==> config.mk <==
export PLATFORM = sky130hd
export DESIGN_NAME = ga_result_uart_tx
export DESIGN_NICKNAME = d
export VERILOG_FILES = /design/src/rtl/ga_result_uart_tx.sv
export SDC_FILE = /design/constraint.sdc
export NUM_CORES = 1
export LEC_CHECK = 0
export ABC_AREA = 1
export ABC_CLOCK_PERIOD_IN_PS = 8980
export CORE_MARGIN = 2
export CORE_UTILIZATION = 35
export DETAILED_ROUTE_END_ITERATION = 7
export HOLD_SLACK_MARGIN = 0.02
export MAX_ROUTING_LAYER = met4
export SYNTH_ARGS = -nofsm -noshare
export SYNTH_HDL_FRONTEND = slang
export SYNTH_SLANG_ARGS = --single-unit
==> constraint.sdc <==
create_clock -name CLK_i -period 8.98 [get_ports CLK_i]
set_input_delay 2.694 -clock CLK_i [delete_from_list [all_inputs] [get_ports CLK_i]]
set_output_delay 2.694 -clock CLK_i [all_outputs]
set_load 0.05 [all_outputs]
==> src/rtl/ga_result_uart_tx.sv <==
// Purpose: serialises one GA result (x, y, fitness) as a 14-byte 8N1 UART frame: A5, X, Y, Z, XOR checksum.
// Latency: start bit on the line the cycle after the FINISHED_i rising edge; frame lasts 140*CLKS_PER_BIT cycles.
// Backpressure: none; a request while a frame is in flight is dropped and latches OVERRUN_o until reset.
module ga_result_uart_tx #(
  parameter int CLKS_PER_BIT = 50
) (
  input  logic        CLK_i,
  input  logic        RST_i,
  input  logic        FINISHED_i,
  input  logic [27:0] X_i,
  input  logic [27:0] Y_i,
  input  logic [27:0] Z_i,
  output logic        UART_TX_o,
  output logic        BUSY_o,
  output logic        DONE_o,
  output logic        OVERRUN_o
);

  // Bit-cell counter only needs to reach CLKS_PER_BIT-1.
  localparam int CW = (CLKS_PER_BIT > 2) ? $clog2(CLKS_PER_BIT) : 1;
  localparam logic [CW-1:0] BIT_LAST  = CW'(CLKS_PER_BIT - 1);
  localparam logic [3:0]    BYTE_LAST = 4'd13;
  localparam logic [7:0]    SYNC_BYTE = 8'hA5;

  localparam logic [1:0] ST_IDLE  = 2'd0;
  localparam logic [1:0] ST_START = 2'd1;
  localparam logic [1:0] ST_DATA  = 2'd2;
  localparam logic [1:0] ST_STOP  = 2'd3;

  logic          finished_q;
  logic          req;
  logic [1:0]    state;
  logic [CW-1:0] clk_cnt;
  logic [2:0]    bit_idx;
  logic [3:0]    byte_idx;
  logic [27:0]   x_q;
  logic [27:0]   y_q;
  logic [27:0]   z_q;
  logic [7:0]    chk_q;
  logic [31:0]   x_in_ext;
  logic [31:0]   y_in_ext;
  logic [31:0]   z_in_ext;
  logic [31:0]   x_ext;
  logic [31:0]   y_ext;
  logic [31:0]   z_ext;
  logic [7:0]    chk_in;
  logic [7:0]    cur_byte;
  logic          bit_end;

  // Rising-edge detect on the result-valid level.
  always_comb begin
    req     = FINISHED_i & ~finished_q;
    bit_end = (clk_cnt == BIT_LAST);
  end

  // Checksum of the 12 value bytes, formed from the live inputs so it is captured alongside them.
  always_comb begin
    x_in_ext = {4'h0, X_i};
    y_in_ext = {4'h0, Y_i};
    z_in_ext = {4'h0, Z_i};
    chk_in   = x_in_ext[31:24] ^ x_in_ext[23:16] ^ x_in_ext[15:8] ^ x_in_ext[7:0]
             ^ y_in_ext[31:24] ^ y_in_ext[23:16] ^ y_in_ext[15:8] ^ y_in_ext[7:0]
             ^ z_in_ext[31:24] ^ z_in_ext[23:16] ^ z_in_ext[15:8] ^ z_in_ext[7:0];
  end

  // Byte currently on the wire, selected by frame position (values MSB byte first).
  always_comb begin
    x_ext = {4'h0, x_q};
    y_ext = {4'h0, y_q};
    z_ext = {4'h0, z_q};
    case (byte_idx)
      4'd0:    cur_byte = SYNC_BYTE;
      4'd1:    cur_byte = x_ext[31:24];
      4'd2:    cur_byte = x_ext[23:16];
      4'd3:    cur_byte = x_ext[15:8];
      4'd4:    cur_byte = x_ext[7:0];
      4'd5:    cur_byte = y_ext[31:24];
      4'd6:    cur_byte = y_ext[23:16];
      4'd7:    cur_byte = y_ext[15:8];
      4'd8:    cur_byte = y_ext[7:0];
      4'd9:    cur_byte = z_ext[31:24];
      4'd10:   cur_byte = z_ext[23:16];
      4'd11:   cur_byte = z_ext[15:8];
      4'd12:   cur_byte = z_ext[7:0];
      default: cur_byte = chk_q;
    endcase
  end

  // History of FINISHED_i; cleared in reset so a level held across release counts as a new request.
  always_ff @(posedge CLK_i or posedge RST_i) begin
    if (RST_i) begin
      finished_q <= 1'b0;
    end else begin
      finished_q <= FINISHED_i;
    end
  end

  // Frame sequencer: line level is registered so every bit cell is exactly CLKS_PER_BIT cycles.
  always_ff @(posedge CLK_i or posedge RST_i) begin
    if (RST_i) begin
      state     <= ST_IDLE;
      clk_cnt   <= '0;
      bit_idx   <= 3'd0;
      byte_idx  <= 4'd0;
      x_q       <= 28'd0;
      y_q       <= 28'd0;
      z_q       <= 28'd0;
      chk_q     <= 8'd0;
      UART_TX_o <= 1'b1;
      BUSY_o    <= 1'b0;
      DONE_o    <= 1'b0;
      OVERRUN_o <= 1'b0;
    end else begin
      DONE_o <= 1'b0;
      // A request only counts as dropped while a frame is actually on the wire.
      if (req && BUSY_o) begin
        OVERRUN_o <= 1'b1;
      end
      case (state)
        ST_IDLE: begin
          if (req) begin
            x_q       <= X_i;
            y_q       <= Y_i;
            z_q       <= Z_i;
            chk_q     <= chk_in;
            clk_cnt   <= '0;
            bit_idx   <= 3'd0;
            byte_idx  <= 4'd0;
            UART_TX_o <= 1'b0;
            BUSY_o    <= 1'b1;
            state     <= ST_START;
          end
        end
        ST_START: begin
          if (bit_end) begin
            clk_cnt   <= '0;
            bit_idx   <= 3'd0;
            UART_TX_o <= cur_byte[0];
            state     <= ST_DATA;
          end else begin
            clk_cnt <= clk_cnt + 1'b1;
          end
        end
        ST_DATA: begin
          if (bit_end) begin
            clk_cnt <= '0;
            if (bit_idx == 3'd7) begin
              UART_TX_o <= 1'b1;
              state     <= ST_STOP;
            end else begin
              bit_idx   <= bit_idx + 3'd1;
              UART_TX_o <= cur_byte[bit_idx + 3'd1];
            end
          end else begin
            clk_cnt <= clk_cnt + 1'b1;
          end
        end
        ST_STOP: begin
          if (bit_end) begin
            clk_cnt <= '0;
            if (byte_idx == BYTE_LAST) begin
              byte_idx <= 4'd0;
              BUSY_o   <= 1'b0;
              DONE_o   <= 1'b1;
              state    <= ST_IDLE;
            end else begin
              // Next start bit follows the stop bit with no idle gap.
              byte_idx  <= byte_idx + 4'd1;
              UART_TX_o <= 1'b0;
              state     <= ST_START;
            end
          end else begin
            clk_cnt <= clk_cnt + 1'b1;
          end
        end
        default: begin
          UART_TX_o <= 1'b1;
          BUSY_o    <= 1'b0;
          state     <= ST_IDLE;
        end
      endcase
    end
  end

endmodule

Yosys cells after proc, flatten, opt, wreduce, memory -nomap -nowiden. Cells that the tools add are included.

Mux-type cells: 36. $add $sub $neg: 3. Reduce and logical (&&, ||, !) cells: 12. Bitwise operators: 13. Eq/ne operators: 26. Order comparisons: 1.

Operators by type and width (count): $pmux 8 s13 (1); $xor 8x8->8 (8); $eq 4x4->1 const B (6); $eq 4x3->1 const B (4); $ne 2x2->1 const B (8); $xor 8x4->8 (2); $reduce_and 5->1 (3); $mux 1 (14); $mux 3 (4); $mux 4 (3); $mux 6 (2); $pmux 6 s2 (1); $mux 2 (5); $pmux 3 s3 (1); $eq 4x2->1 const B (2); $pmux 2 s4 (1); $pmux 4 s2 (1); $xor 4x8->8 (1); $add 6x1->6 const B (1); $eq 6x6->1 const B (1); $add 4x1->4 const B (1); $eq 2x2->1 const B (2); $eq 4x1->1 const B (1); $logic_not 4->1 (1); 17 further kinds (17).

Input port bits: 87. Bits in registers: 112.

Depth between registers and ports, before layout. Gate-level depths: netlist of the first run.

Depth after elaboration: 11. Mapped depth: 17. Gate-level depth less buffers: 16.

Worst setup path before layout of the first run. No wires, ideal clock.

Path type: in2reg. Start point: in Y_i[27]. End point: reg chk_q[3]. Setup slack: 5.193 ns. Stages on the path: 7. Library setup time: 0.131 ns. Data arrival time: 3.656 ns. Cell sequence: xnor2_1 -> xnor2_1 -> xor2_1 -> xor2_1 -> or2_2 -> nand3_1 -> o21ai_0.

Cells in the longest elaborated chain, start to end: 8.

Ends and longest elaborated chain: from (decl) (RTL line 11) `input logic [27:0] Y_i,`; $xor 8x4->8 (RTL line 62) `^ y_in_ext[31:24] ^ y_in_ext[23:16] ^ y_in_ext[15:8] ^ y_in_ext[7:0]`; $xor 8x8->8 (3 in series) (RTL line 62); $xor 8x4->8 (RTL line 63) `^ z_in_ext[31:24] ^ z_in_ext[23:16] ^ z_in_ext[15:8] ^ z_in_ext[7:0];`; $xor 8x8->8 (3 in series) (RTL line 63); to (signal assigned) (RTL line 125) `chk_q <= chk_in;`; to (decl) (RTL line 39) `logic [7:0] chk_q;`.

Every way passes these cells. A chain may end at the register's enable or synchronous reset.

Final worst setup path of the first run.
Start point: in FINISHED_i. End point: reg chk_q[7].

Cells in the longest elaborated chain, start to end: 2.

Ends and longest elaborated chain: from (decl) (RTL line 9) `input logic FINISHED_i,`; $and 1x1->1 (RTL line 52) `req = FINISHED_i & ~finished_q;`; $reduce_and 2->1 (no line).

Every way passes these cells.

==> impl_metrics.tcl, run 1 <==
set metrics [dict create \
    drt_iter0_drc 310 \
    gp_congestion 0.810 \
    finalCoreUtilization_pct 43.7 \
    cp-startpoint "FINISHED_i" \
    synth_area_leaders "dfrtp_1, nand2_1, xnor2_1" \
    drive_gt1_share_pct 4.11 \
    most-common-layout-cells "nand2_1, dfrtp_1, clkdlybuf4s50_1, nand3_1, xnor2_1" \
    antenna_found_initial 0 \
    final_common_cell "nand2_1" \
    cts_made_buffers 9 \
    finalCritPeriodShare_pct 53.0 \
    critical_path.slowest_cell "buf_4" \
    placeableCoreArea_um2 17200 \
    grt_pass1_wl_mm 25.9 \
    clk_latency_ns 0.36 \
    synth_warnings 0 \
    drt-vias-per-instance 4.63 \
    path_depth 8 \
    layout_setup_ws_ns 4.22 \
    critical-path-max-stage-delay_ns 0.69 \
    timing.rr.end "chk_q[7]$_DFFE_PP0P_" \
    syn2layout_area_growth_pct 22.6 \
    slew_violations 0 \
    seq_area_frac_synth_pct 45.8 \
    hpwl_mm 11.5 \
    grt_overflow_total 0 \
    cts_tree "built" \
    cts.sinks 112 \
    placed_cell_area_um2 7230 \
    leakage_nw 3.82 \
    hp-start "z_q[4]$_DFFE_PP0P_" \
    cp.required_ns 9.18 \
    ir_worst_vdd_mv 0.0942 \
    timing.hold.ws_ns 0.469 \
    cts_setup_buffers 0 \
    dp_slack_ns 3.79 \
    fp.dieW_um 136 \
    skew_ns 0.00597 \
    grt_pass1_vias 5031 \
    power_density_nw_per_um2 136 \
    cap_viol_max_count 0 \
    dieArea_um2 18600 \
    setup_viol 0 \
    design_area_um2 7500 \
    rsz0062_at_grt "false" \
    globalRouteTotalUtil_pct 18.6 \
    synth_top_area_share_pct 45.4 \
    startpoint_type "input port" \
    holdPathEnd "z_q[4]$_DFFE_PP0P_" \
    timing.rr.start "state[1]$_DFFE_PP0P_" \
    critical_path_class "in2reg" \
    relSlewSlack_pct 38.8 \
    nFillCells 1812 \
    critical_path_arrival_ns 4.96 \
    wirelength_mm 16.0 \
    routedWlPerCell_um 14.2 \
    cp-end-kind "flop" \
    cpLargestDelayFamily "buffers and inverters" \
    worstPathCellList "clkdlybuf4s50_1, nand2_1, nor2_4, buf_4, inv_2, buf_4, nand2_1, o21ai_0" \
    ys_ff_latch 112 \
    postSynthCellCount 816 \
    final_net_count 992 \
    holdPathStages 2 \
    yosys.area.top_type "dfrtp_1" \
    drt.antenna.violating_nets 0 \
    ys_types 31 \
    period_minus_slack_ns 4.76 \
    r2r_slack_ns 6.18 \
    portBuffers 90 \
    run_status "complete, no violations" \
    cts_hold_buf 0 \
    io_pins 91 \
    max_clock_freq_ghz 0.210 \
    cts_root_buffer "clkbuf_16" \
    dr.pass1.iters 5 \
    diodes 0 \
    vias 5209 \
    clockBufferDepth 2 \
    hold_path.class "reg2reg" \
    timing_hold_violations_final 0 \
    tightest_slew_ns 0.918 \
    grt_start_max_net_pins 97 \
    syn_nets 911 \
    crit_fanout 96 \
    cts.repair.resized 0 \
    start_util_pct 35.6 \
    setup_tns_ns 0 \
    reg2regPathDepth 9 \
    clk_pin_slew_ns 0.07 \
    syn_area_um2 6120 \
    drc 0 \
    worst-path-buf-inv 4 \
    fp-row-count 48 \
    die_y_um 136 \
    syn_area_per_cell_um2 7.50 \
    h-tree-depth 3 \
]
-- cells by family after synthesis --
| kind of cell | synth area share (%) |
|---|---|
| DFF | 45.8 |
| buffers and inverters | 4.62 |
| and+or+nand+nor | 32.9 |
| adders and majority gates | 1.64 |
| xor gates and xnor gates | 10.4 |
| AOI/OAI and AO/OA | 4.58 |
-- worst register-to-register path, delay by kind of cell (launching register included) --
family          cells  cell delay, ns
compound gates      1            0.09
buf+inv             5            1.41
simple gates        2            0.36
fa+ha+maj           1            0.38
flops               1            0.42
-- area by class of cell --
class / count / area, µm² / area share (%)
inverter: 47 / 179 / 2.38
multi-input combinational: 634 / 3040 / 40.5
timing repair buffer: 93 / 923 / 12.3
sequential: 112 / 2800 / 37.4
clock buffer: 10 / 229 / 3.05
tap: 225 / 282 / 3.75
clock inverter: 4 / 47.5 / 0.634
-- sequential cells by signal (all words and copies together) (netlist names) --
register	count
DONE_o	1
z_q	28
UART_TX_o	1
bit_idx	3
y_q	28
state	2
OVERRUN_o	1
x_q	28
finished_q	1
clk_cnt	6
chk_q	8
BUSY_o	1
byte_idx	4
-- power breakdown --
group / internal [W] / switching (W)
Combinational: 0.0000672 / 0.0000555
Sequential: 0.000504 / 0.0000000588
Clock: 0.000213 / 0.000183
-- worst max-delay path by stage --
stage | end | slack, ns
6_report | chk_q[7]$_DFFE_PP0P_ | 4.22
5_1_grt | chk_q[1]$_DFFE_PP0P_ | 3.92
4_1_cts | chk_q[1]$_DFFE_PP0P_ | 4.16
3_5_place_dp | chk_q[1]$_DFFE_PP0P_ | 3.79
3_3_place_gp | chk_q[1]$_DFFE_PP0P_ | 3.81
2_1_floorplan | BUSY_o$_DFFE_PP0P_ | 3.33
-- routing by layer --
layer | routed length, µm | share of wire, % | vias to the layer above | GRT usage, %
li1 | - | - | 2695 | -
met1 | 7510 | 47 | 2395 | 25.0
met2 | 7590 | 47 | 104 | 29.6
met3 | 665 | 4.2 | 15 | 2.35
met4 | 232 | 1.5 | 0 | 5.84
met5 | 0 | 0 | - | -
-- per-stage QoR --
step	power [W]	cells
after floorplan	0.000578	816
after detailed placement	0.000639	1111
after global routing	0.00106	1125
after CTS	0.00103	1125
final	0.00102	1125
after global placement	0.000638	1111
-- synth_stat cells --
library cell,count
a221oi_1,1
a21oi_1,11
nor2_4,2
a31o_2,1
nand3b_1,3
buf_6,1
o21ai_1,1
nand2_1,377
nor2_2,5
dfrtp_1,111
clkbuf_1,14
ha_1,8
buf_2,6
inv_1,43
o211ai_1,1
dfstp_2,1
xnor2_1,46
nor2_1,46
clkbuf_2,1
nor3_1,2
o22ai_1,2
o21ai_0,34
buf_4,1
inv_2,4
or2_2,3
nor3b_1,1
nand3_1,55
nand4_1,3
a31oi_1,2
xor2_1,27
nand2_2,3
No activity file was read; power rests on OpenSTA's default activity.
==> run 2: changes to the inputs <==
ABC_CLOCK_PERIOD_IN_PS = 4200   (was 8980)
clock period = 4.2 ns   (was 8.98 ns; I/O delays follow)
==> impl_metrics.tcl, run 2 (synthesis gave the netlist of run 1 again) <==
set metrics [dict create \
    cpLargestDelayFamily "buffers and inverters" \
    critical_path_class "reg2out" \
    hpwl_mm 11.9 \
    ir_worst_vdd_mv 0.193 \
    cp.required_ns 2.94 \
    startpoint_type "flop" \
    leakage_nw 3.85 \
    die_y_um 136 \
    vias 5279 \
    drt.antenna.violating_nets 0 \
    total_power_w 0.00223 \
    cts_setup_buffers 0 \
    period_minus_slack_ns 2.94 \
    largest_registers "x_q (28), y_q (28), z_q (28)" \
    critical-path-max-stage-delay_ns 0.79 \
    dp_slack_ns 0.940 \
    globalRouteTotalUtil_pct 19.1 \
    fp.dieW_um 136 \
    antenna_found_initial 0 \
    wirelength_mm 16.1 \
    finalCoreUtilization_pct 44.2 \
    gp_congestion 0.823 \
    rsz0062_at_grt "false" \
    clk_latency_ns 0.36 \
    dr.pass1.iters 5 \
    clockBufferDepth 2 \
    drt-vias-per-instance 4.67 \
    hold_path.class "reg2reg" \
    setup_viol 0 \
    grt_pass1_vias 5039 \
    run_status "complete, no violations" \
    cts_made_buffers 9 \
    grt_overflow_total 0 \
    syn2layout_area_growth_pct 24.0 \
    final_net_count 995 \
    most-common-layout-cells "nand2_1, dfrtp_1, clkdlybuf4s50_1, nand3_1, xnor2_1" \
    finalCritPeriodShare_pct 70.0 \
    max_clock_freq_ghz 0.340 \
    power_density_nw_per_um2 294 \
    cts.repair.resized 0 \
    cts_hold_buf 0 \
    crit_fanout 2 \
    drt_iter0_drc 328 \
    tightest_slew_ns 0.827 \
    critical_path.slowest_cell "clkdlybuf4s50_1" \
    cts.sinks 112 \
    skew_ns 0.0105 \
    clk_pin_slew_ns 0.07 \
    setup_tns_ns 0 \
    seqCellArea_um2 2800 \
    diodes 0 \
    relSlewSlack_pct 44.8 \
    routedWlPerCell_um 14.3 \
    drive_gt1_share_pct 4.53 \
    io_pins 91 \
    drc 0 \
    placeableCoreArea_um2 17200 \
    portBuffers 90 \
    final_common_cell "nand2_1" \
    slew_violations 0 \
    start_util_pct 35.6 \
    h-tree-depth 3 \
    fp-row-count 48 \
    worstPathCellList "clkdlybuf4s50_1" \
    cts_root_buffer "clkbuf_16" \
    cp-end-kind "primary output" \
    grt_pass1_wl_mm 26.4 \
    cts_tree "built" \
    grt_start_max_net_pins 51 \
    nFillCells 1825 \
    timing_hold_violations_final 0 \
    critical_path_arrival_ns 1.68 \
    multi_input_area_um2 3040 \
    layout_setup_ws_ns 1.26 \
    cap_viol_max_count 0 \
    dieArea_um2 18600 \
    worst-path-buf-inv 1 \
]
-- run 2: final timing paths --
check | startpoint | end | slack, ns | cells after the start
setup / recovery | UART_TX_o$_DFFE_PP1P_ | UART_TX_o | 1.26 | 1
hold / removal | UART_TX_o$_DFFE_PP1P_ | UART_TX_o$_DFFE_PP1P_ | 0.47 | 2
setup reg to reg | byte_idx[3]$_DFFE_PP0P_ | UART_TX_o$_DFFE_PP1P_ | 1.84 | 15
hold reg to reg | UART_TX_o$_DFFE_PP1P_ | UART_TX_o$_DFFE_PP1P_ | 0.47 | 2
max in group asynchronous | RST_i | y_q[16]$_DFFE_PP0P_ | 2.12 | 3
min in group asynchronous | RST_i | finished_q$_DFF_PP0_ | 1.39 | 2
-- run 2: layout make-up --
type	count	share of cell area [%]
repair buffers	96	13.0
multi-input cells	634	40.1
clock inverters	4	0.676
flip-flops and latches	112	37.0
inverters	47	2.37
well taps	225	3.71
clock buffers	12	3.25
-- run 2: through the flow --
stage / hold slack, ns / cells / cell area (µm²)
floorplan: 0.434 / 816 / 6120
detailed placement: 0.459 / 1114 / 7290
finish: 0.471 / 1130 / 7590
global route: 0.493 / 1130 / 7590
global placement: 0.454 / 1114 / 7290
CTS: 0.478 / 1130 / 7590
-- run 2: power by group --
group	switching [W]	internal [W]	total (W)
registers	0.000000117	0.00108	0.00108
clock network	0.000402	0.000481	0.000883
logic	0.000121	0.000147	0.000268
total	0.000522	0.00171	0.00223
-- run 2: layer usage --
layer  wire (µm)  GRT usage [%]  vias up
met1        7520           25.9     2455
met2        7530           29.3      110
met5           0              -        -
met4         267           4.46        0
met3         790           4.25       17
li1            -              -     2697
-- run 2: worst min-delay path, delay by kind of cell, from the launching register on --
family	cells	cell delay (ns)
flops	1	0.37
simple gates	2	0.10
